`src/rtl/radix4_booth_multiplier_seq_pkg.sv`:
```
// Shared definitions for the radix-4 Booth sequential multiplier.
// Holds the default width, Booth digit encoding and triplet decoder.
package radix4_booth_multiplier_seq_pkg;

   localparam int WIDTH_DEF = 32;

   typedef enum logic [2:0] {
      ZERO,
      POS1,
      POS2,
      NEG1,
      NEG2
   } booth_digit_t;

   function automatic booth_digit_t booth_digit(input logic [2:0] t);
      booth_digit_t d;
      case (t)
         3'b001,
         3'b010:  d = POS1;
         3'b011:  d = POS2;
         3'b100:  d = NEG2;
         3'b101,
         3'b110:  d = NEG1;
         default: d = ZERO;
      endcase
      return d;
   endfunction

endpackage

```
`src/rtl/radix4_booth_multiplier_seq_if.sv`:
```
// Operand/result bundle of the Booth multiplier.
// Ports: load strobe, A/B operands (to block), OUT product (from block).
interface radix4_booth_multiplier_seq_if
   import radix4_booth_multiplier_seq_pkg::*;
#(
   parameter int WIDTH = WIDTH_DEF
);

   logic                   load;
   logic [WIDTH-1:0]       A;
   logic [WIDTH-1:0]       B;
   logic [2*WIDTH-1:0]     OUT;

   modport master (
      output load,
      output A,
      output B,
      input  OUT
   );

   modport slave (
      input  load,
      input  A,
      input  B,
      output OUT
   );

endinterface

```
`src/rtl/radix4_booth_pp_gen.sv`:
```
// Radix-4 Booth partial product generator.
// Ports: triplet (multiplier bits), mcand (extended A), pp (0, +-M, +-2M).
module radix4_booth_pp_gen
   import radix4_booth_multiplier_seq_pkg::*;
#(
   parameter int WIDTH = WIDTH_DEF
) (
   input  logic [2:0]              triplet,
   input  logic signed [WIDTH+1:0] mcand,
   output logic signed [WIDTH+1:0] pp
);

   booth_digit_t digit;

   assign digit = booth_digit(triplet);

   // mcand carries two guard bits, so 2M and -2M cannot overflow
   always_comb begin
      pp = '0;
      unique case (digit)
         ZERO:    pp = '0;
         POS1:    pp = mcand;
         POS2:    pp = mcand <<< 1;
         NEG1:    pp = -mcand;
         NEG2:    pp = -(mcand <<< 1);
         default: pp = '0;
      endcase
   end

endmodule

```
`src/rtl/radix4_booth_multiplier_seq.sv`:
```
// Sequential signed multiplier, two multiplier bits per clock.
// Ports: clk, rst (sync active-low), bus (load/A/B in, OUT product out).
module radix4_booth_multiplier_seq
   import radix4_booth_multiplier_seq_pkg::*;
#(
   parameter int WIDTH = WIDTH_DEF
) (
   input  logic clk,
   input  logic rst,
   radix4_booth_multiplier_seq_if.slave bus
);

   localparam int MW    = WIDTH + 2;
   localparam int AW    = 2*WIDTH + 2;
   localparam int STEPS = WIDTH / 2;
   localparam int CW    = $clog2(STEPS + 1);

   typedef enum logic {
      S_IDLE,
      S_BUSY
   } state_t;

   state_t                state;
   state_t                state_nxt;
   logic signed [MW-1:0]  mcand;
   logic signed [MW-1:0]  mcand_nxt;
   logic signed [WIDTH:0] mplier;
   logic signed [WIDTH:0] mplier_nxt;
   logic signed [AW-1:0]  acc;
   logic signed [AW-1:0]  acc_nxt;
   logic [CW-1:0]         cnt;
   logic [CW-1:0]         cnt_nxt;
   logic [2*WIDTH-1:0]    out_q;
   logic [2*WIDTH-1:0]    out_nxt;

   logic signed [MW-1:0]  pp;
   logic signed [AW-1:0]  pp_ext;
   logic signed [AW-1:0]  pp_sh;
   logic                  last;

   radix4_booth_pp_gen #(
      .WIDTH (WIDTH)
   ) u_pp_gen (
      .triplet (mplier[2:0]),
      .mcand   (mcand),
      .pp      (pp)
   );

   // Weight of step cnt is 4^cnt; bits shifted past acc are
   // modular overflow that cancels in the exact final sum.
   assign pp_ext = {{WIDTH{pp[MW-1]}}, pp};
   assign pp_sh  = pp_ext <<< {cnt, 1'b0};
   assign last   = (cnt == CW'(STEPS - 1));

   always_comb begin
      state_nxt  = state;
      mcand_nxt  = mcand;
      mplier_nxt = mplier;
      acc_nxt    = acc;
      cnt_nxt    = cnt;
      out_nxt    = out_q;
      if (bus.load) begin
         mcand_nxt  = {{2{bus.A[WIDTH-1]}}, bus.A};
         mplier_nxt = {bus.B, 1'b0};
         acc_nxt    = '0;
         cnt_nxt    = '0;
         state_nxt  = S_BUSY;
      end else if (state == S_BUSY) begin
         acc_nxt    = acc + pp_sh;
         mplier_nxt = mplier >>> 2;
         cnt_nxt    = cnt + 1'b1;
         if (last) begin
            out_nxt   = acc_nxt[2*WIDTH-1:0];
            state_nxt = S_IDLE;
         end
      end
   end

   always_ff @(posedge clk) begin
      if (!rst) begin
         state  <= S_IDLE;
         mcand  <= '0;
         mplier <= '0;
         acc    <= '0;
         cnt    <= '0;
         out_q  <= '0;
      end else begin
         state  <= state_nxt;
         mcand  <= mcand_nxt;
         mplier <= mplier_nxt;
         acc    <= acc_nxt;
         cnt    <= cnt_nxt;
         out_q  <= out_nxt;
      end
   end

   assign bus.OUT = out_q;

endmodule

```
`src/flat_wrapper.sv`:
```
// flat-port wrapper written by rule: the top's interface ports become plain ports
module radix4_booth_multiplier_seq_flat import radix4_booth_multiplier_seq_pkg::*;
#(
   parameter int WIDTH = WIDTH_DEF
)
  (clk, rst, bus_load, bus_A, bus_B, bus_OUT);
  radix4_booth_multiplier_seq_if #(.WIDTH(WIDTH)) bus_i ();
  input  logic clk;
  input  logic rst;
  input wire logic [$bits(bus_i.load)-1:0] bus_load;
  input wire logic [$bits(bus_i.A)-1:0] bus_A;
  input wire logic [$bits(bus_i.B)-1:0] bus_B;
  output wire logic [$bits(bus_i.OUT)-1:0] bus_OUT;
  assign bus_i.load = bus_load;
  assign bus_i.A = bus_A;
  assign bus_i.B = bus_B;
  assign bus_OUT = bus_i.OUT;
  radix4_booth_multiplier_seq #(.WIDTH(WIDTH)) u_core (.clk(clk), .rst(rst), .bus(bus_i));
endmodule
```
`config.mk`:
```
export PLATFORM = sky130hd
export DESIGN_NAME = radix4_booth_multiplier_seq_flat
export DESIGN_NICKNAME = d
export VERILOG_FILES = /design/src/rtl/radix4_booth_multiplier_seq_pkg.sv /design/src/rtl/radix4_booth_multiplier_seq_if.sv /design/src/rtl/radix4_booth_pp_gen.sv /design/src/rtl/radix4_booth_multiplier_seq.sv /design/src/flat_wrapper.sv
export SDC_FILE = /design/constraint.sdc
export NUM_CORES = 1
export LEC_CHECK = 0
export CAP_MARGIN = 30
export CELL_PAD_IN_SITES_DETAIL_PLACEMENT = 0
export CELL_PAD_IN_SITES_GLOBAL_PLACEMENT = 2
export CORE_AREA = 2 2 205 207
export CTS_BUF_LIST = sky130_fd_sc_hd__clkbuf_8 sky130_fd_sc_hd__clkbuf_16
export DETAILED_ROUTE_END_ITERATION = 8
export DIE_AREA = 0 0 207 209
export PLACE_DENSITY_LB_ADDON = 0.08
export SYNTH_ARGS = -nofsm -noshare
export SYNTH_HDL_FRONTEND = slang
export SYNTH_SLANG_ARGS = --single-unit
export TNS_END_PERCENT = 1
```
`constraint.sdc`:
```
create_clock -name clk -period 8.94 [get_ports clk]
set_input_delay 1.788 -clock clk [delete_from_list [all_inputs] [get_ports clk]]
set_output_delay 1.788 -clock clk [all_outputs]
set_load 0.005 [all_outputs]
```
==> results of run 1 <==
flip-flops by register name, summed over array words and instances (netlist names):
register,count
u_core.mplier,33
u_core.cnt,5
u_core.mcand,32
u_core.state,1
u_core.acc,64
u_core.bus.OUT,64
cells in the mapped netlist, types with 40 or more instances:
cell type	instances	area [sq um]
clkbuf_1	130	488
xnor2_1	53	464
a21o_1	52	390
a21oi_1	151	756
a21boi_0	50	375
nand2_1	235	882
nor2_1	259	972
dfxtp_1	199	3980
mux2i_1	157	1570
ha_1	66	826
nand3_1	40	200
o21ai_0	115	576
area by class of cell:
cell class                      count  area, sq um
Multi-Input combinational cell   1651        10700
Sequential cell                   199         3990
Tap cell                          539          674
Timing Repair Buffer              156         1490
Inverter                           29          109
Fill cell                        4364        23700
Clock buffer                       17          425
Clock inverter                     14          168
where the power goes:
group	total [mW]	internal, mW	switching [mW]	leakage (nW)
combinational	0.574	0.223	0.352	5.24
sequential	0.954	0.911	0.0428	1.62
clock	0.817	0.417	0.400	0.281
worst max-delay path: stages, from the launching register on:
cell and delay (ps):
dfxtp_1 400, inv_1 120, ha_1 230, or3b_1 460, or4_4 660, or4_1 630, nor3b_1 180, o21ai_1 120
o311ai_1 220, mux2_2 360, mux2i_1 300, nor2_1 80, a21oi_1 200, o21ai_0 200, ha_1 530, nand2_1 120
and4b_1 290, o211ai_1 180, a41o_1 370, o21ai_0 570, a2111oi_0 230, nor3_1 290, xnor2_1 170, a21oi_1 90
per-layer routing:
layer | wire length, um | vias to the layer above | GRT usage, %
li1 | - | 7385 | -
met1 | 24700 | 6870 | 32.0
met2 | 23100 | 361 | 37.5
met3 | 2330 | 70 | 4.85
met4 | 1380 | 0 | 8.10
met5 | 0 | - | 0
final timing paths:
kind              cells after the start            endpoint  slack [ps]
setup reg to reg                     23      u_core.acc[63]        1760
setup / recovery                     23      u_core.acc[63]        1760
hold / removal                        2  u_core.bus.OUT[28]         460
hold reg to reg                       2  u_core.bus.OUT[28]         460
kinds of logic (layout without fill, tap and decap cells):
group	after synthesis	count (layout)	share of synthesized area (%)
xor+xnor	89	89	5.03
simple gates	723	723	21.2
fa+ha+maj	67	67	5.46
mux	192	192	13.2
flops	199	199	25.7
buf+inv	200	216	4.98
compound gates	580	580	24.4
per-stage QoR:
stage / hold WS, ps / utilization (%) / setup WS [ps] / instance area (sq um)
4_1_cts: 469 / 42.6 / 1710 / 17600
3_5_place_dp: 456 / 41.2 / 1760 / 17000
5_1_grt: 491 / 42.6 / 1120 / 17600
3_3_place_gp: 447 / 41.2 / 1940 / 17000
2_1_floorplan: 432 / - / 2890 / 15500
6_report: 463 / 42.6 / 1760 / 17600
==> out/results.txt, run 1 <==
Final Hold Violating Endpoints: 0
status: complete, no violations
die span in x: 207 um
Post-CTS Resized: 0
leading cell types in the layout, fill and taps excluded: 259 x nor2_1, 234 x nand2_1, 198 x dfxtp_1
GP Congestion: 0.919
Yosys warning count: 0
largest net degree at the start of global routing: 83
gr usage total: 23.7%
Die Y: 209 um
die area: 43300 sq um
initial core utilization: 37.5%
CORE AREA: 41300 sq um
unique cell type count in the Yosys netlist: 81
Slew headroom: 36.8%
worst reg2reg path startpoint: u_core.mcand[0]
hpwl dp: 38.2 mm
final std cells w/o fill: 2605
number of global-route vias before repair: 13900
first-pass GRT wire length: 80.5 mm
CP required: 9280 ps
kind of critical path: flip-flop to flip-flop
HP Start: u_core.bus.OUT[28]
Setup crit start kind: flip-flop
Leak: 7.14 nW
# setup viols final: 0
FMAX: 139 MHz
RSZ-0062 raised after global routing: false
1st-iter DRT viols: 1040
Routed WL per cell: 19.8 um
Post-Syn Instances: 2050
PwrDens: 133 nW/um^2
Tmin final: 7180 ps
ANT cells: 0
grt ovf: 0
total wire length: 51.5 mm
I/O pins: 131
share of cells above drive strength 1: 5.95%
Async SR Flop Fraction: 0%
Hold Crit Class: flip-flop to flip-flop
actual slew at the worst max-slew pin: 948 ps
fin. max-slew vios: 0
number of enable flip-flop cells after synthesis: 0
clock sink count: 199
# Max-Cap Violations: 0
#FFs+latches synth: 199
Num CTS Buffers: 17
total placed cells including tap cells: 2574
Max IR drop VDD: 0.143 mV
ANT nets after route: 0
final period utilization: 80.4%
Top FF cell, synth: dfxtp_1
CTS Hold Buffers Added: 0
Worst Setup SP: u_core.mcand[0]
PnR Total Power: 2.35 mW
syn avg cell area: 7.55 sq um
commonest non-fill, non-tap cell in the layout: nor2_1
crit path DAT: 7530 ps
post-synthesis sequential area ratio: 25.7%
Post-CTS Setup Inserts: 0
port bufs: 130
Clock Tree Root: clkbuf_16
post-synthesis to final-layout area growth: 13.6%
via count: 14700
fin nets: 2188
initial antenna violation count: 0
Clk Latency, worst-skew pair: 510 ps
# rows: 75
syn nets: 2184
Clk pin slew, worst setup/hold paths: 80 ps
Crit. End Element: flip-flop
Detailed Routing Iterations Pass 1: 6
CTS tree: yes
Residual DRC: 0
H-tree depth: 4
drt via density: 5.64
setup tns final: 0 ps
Max FO, Critical Path: 12
synthesized area: 15500 sq um
Longest Clk Path Bufs: 2
Setup Skew: 15.2 ps
Note: power is estimated with default switching activity, not from simulation.
==> run 2, diff against run 1 <==
--- a/config.mk
+++ b/config.mk
@@ -8,10 +8,10 @@
 export CAP_MARGIN = 30
 export CELL_PAD_IN_SITES_DETAIL_PLACEMENT = 0
 export CELL_PAD_IN_SITES_GLOBAL_PLACEMENT = 2
-export CORE_AREA = 2 2 205 207
+export CORE_AREA = 2 2 227 229
 export CTS_BUF_LIST = sky130_fd_sc_hd__clkbuf_8 sky130_fd_sc_hd__clkbuf_16
 export DETAILED_ROUTE_END_ITERATION = 8
-export DIE_AREA = 0 0 207 209
+export DIE_AREA = 0 0 229 231
 export PLACE_DENSITY_LB_ADDON = 0.08
 export SYNTH_ARGS = -nofsm -noshare
 export SYNTH_HDL_FRONTEND = slang
==> constraint.sdc (replaced) <==
create_clock -name clk -period 6.45 [get_ports clk]
set_input_delay 1.29 -clock clk [delete_from_list [all_inputs] [get_ports clk]]
set_output_delay 1.29 -clock clk [all_outputs]
set_load 0.005 [all_outputs]
==> out/results.txt, run 2 (same netlist as run 1, synthesis figures left out) <==
grt ovf: 0
multi-input logic area: 10900 sq um
post-synthesis to final-layout area growth: 23.9%
status: complete, no violations
Residual DRC: 0
die area: 52900 sq um
Setup Skew: 14.8 ps
clock sink count: 199
Clk pin slew, worst setup/hold paths: 80 ps
Crit. End Element: flip-flop
Tmin final: 6180 ps
Final Hold Violating Endpoints: 0
total placed cells including tap cells: 2876
CP required: 6810 ps
I/O pins: 131
setup tns final: 0 ps
Hold Crit Class: flip-flop to flip-flop
RSZ-0062 raised after global routing: true
cell area after layout: 19200 sq um
1st-iter DRT viols: 768
Leak: 7.95 nW
fraction of power consumed by sequential logic: 38.6%
CP endpoint: u_core.acc[63]
via count: 15400
# setup viols final: 0
PwrDens: 177 nW/um^2
crit path DAT: 6540 ps
Net Sw Frac: 34.4%
fin nets: 2351
Worst R2R Setup Slack: 270 ps
Num CTS Buffers: 17
commonest non-fill, non-tap cell in the layout: nor2_1
largest net degree at the start of global routing: 84
H-tree depth: 4
Detailed Routing Iterations Pass 1: 5
worst reg2reg path startpoint: u_core.mcand[0]
drt via density: 5.29
Comb pwr share: 28.0%
ANT nets after route: 0
fin. max-slew vios: 0
Register Area: 3990 sq um
Setup crit start kind: flip-flop
Clock Power Share: 33.4%
DP Area: 18400 sq um
# Max-Cap Violations: 0
actual slew at the worst max-slew pin: 796 ps
CTS Hold Buffers Added: 0
gr usage total: 21.0%
Die Y: 231 um
Routed WL per cell: 19.2 um
Pint: 2.22 mW
Util after Layout: 37.9%
Clock Tree Root: clkbuf_16
final period utilization: 95.8%
Max IR drop VDD: 0.154 mV
Slew headroom: 46.9%
first-pass GRT wire length: 86.6 mm
ANT cells: 0
R2R Path End: u_core.acc[63]
Clk Latency, worst-skew pair: 510 ps
initial antenna violation count: 0
Max FO, Critical Path: 6
total wire length: 55.8 mm
switching power: 1.17 mW
R2R depth: 26
GP Congestion: 0.883
hpwl dp: 42.8 mm
share of cells above drive strength 1: 14.4%
initial core utilization: 30.6%
Worst Setup SP: u_core.mcand[0]
port bufs: 130
Longest Clk Path Bufs: 2
# rows: 83
kind of critical path: flip-flop to flip-flop
CORE AREA: 50700 sq um
number of global-route vias before repair: 14800
leading cell types in the layout, fill and taps excluded: 258 x nor2_1, 234 x nand2_1, 197 x dfxtp_1
FILL cells: 5482
CTS tree: yes
die span in x: 229 um
final std cells w/o fill: 2908
FMAX: 162 MHz
==> run 2: worst min path at each step <==
stage                  startpoint            endpoint  slack, ps  cells past startpoint
2_1_floorplan      u_core.acc[42]      u_core.acc[42]        430                      2
3_3_place_gp       u_core.acc[42]      u_core.acc[42]        450                      2
3_5_place_dp       u_core.acc[59]      u_core.acc[59]        450                      2
4_1_cts         u_core.bus.OUT[7]   u_core.bus.OUT[7]        470                      2
5_1_grt        u_core.bus.OUT[18]  u_core.bus.OUT[18]        490                      2
6_report        u_core.bus.OUT[3]   u_core.bus.OUT[3]        460                      2
==> run 2: power by group through the flow <==
stage	clock, mW	sequential (mW)	combinational [mW]
after floorplan	0	1.31	0.583
after global placement	0	1.34	0.925
after detailed placement	0	1.33	0.932
after CTS	1.19	1.31	0.936
after global routing	1.22	1.31	1.04
final	1.13	1.31	0.950
==> run 2: worst max-delay path, cell delays in order, from the launching register on <==
cell and delay (ps):
dfxtp_1 350, inv_1 100, ha_1 230, or3b_4 430
or4_4 560, or3_1 390, a221oi_1 250, and3_1 290
a21oi_1 120, a21oi_1 230, o21ai_0 120, buf_4 170
a21oi_1 130, o22ai_1 160, ha_1 370, buf_4 170
a21oi_1 310, nand2_1 90, a21oi_1 250, a211oi_1 110
nor2b_1 130, a41o_1 200, o21ai_2 100, a2111oi_1 350
nor3_1 120, xnor2_1 210, a21oi_1 90
==> run 2: per-layer routing <==
metal / track usage [%] / routed length [um]
met3: 3.16 / 1870
met1: 28.2 / 26800
met2: 34.5 / 25700
met5: 0 / 0
met4: 6.49 / 1320
==> run 2: area by class of cell <==
type	instances	area share, %
inverters	29	0.567
multi-input cells	1652	57.0
flip-flops and latches	199	20.8
well taps	680	4.44
clock buffers	18	2.29
repair buffers	318	14.2
clock inverters	12	0.711
==> run 2: through the flow <==
step	hold slack (ps)	power [mW]	setup slack, ps
after floorplan	432	1.89	400
after global placement	450	2.27	30.1
after detailed placement	454	2.27	41.8
after CTS	470	3.43	5.80
after global routing	491	3.57	-90.4
final	464	3.39	268
==> run 2: what timing repair did <==
action                     4_1_cts  5_1_grt
buffers inserted                 0        1
setup endpoints to repair        0       45
gates resized for setup          0       45
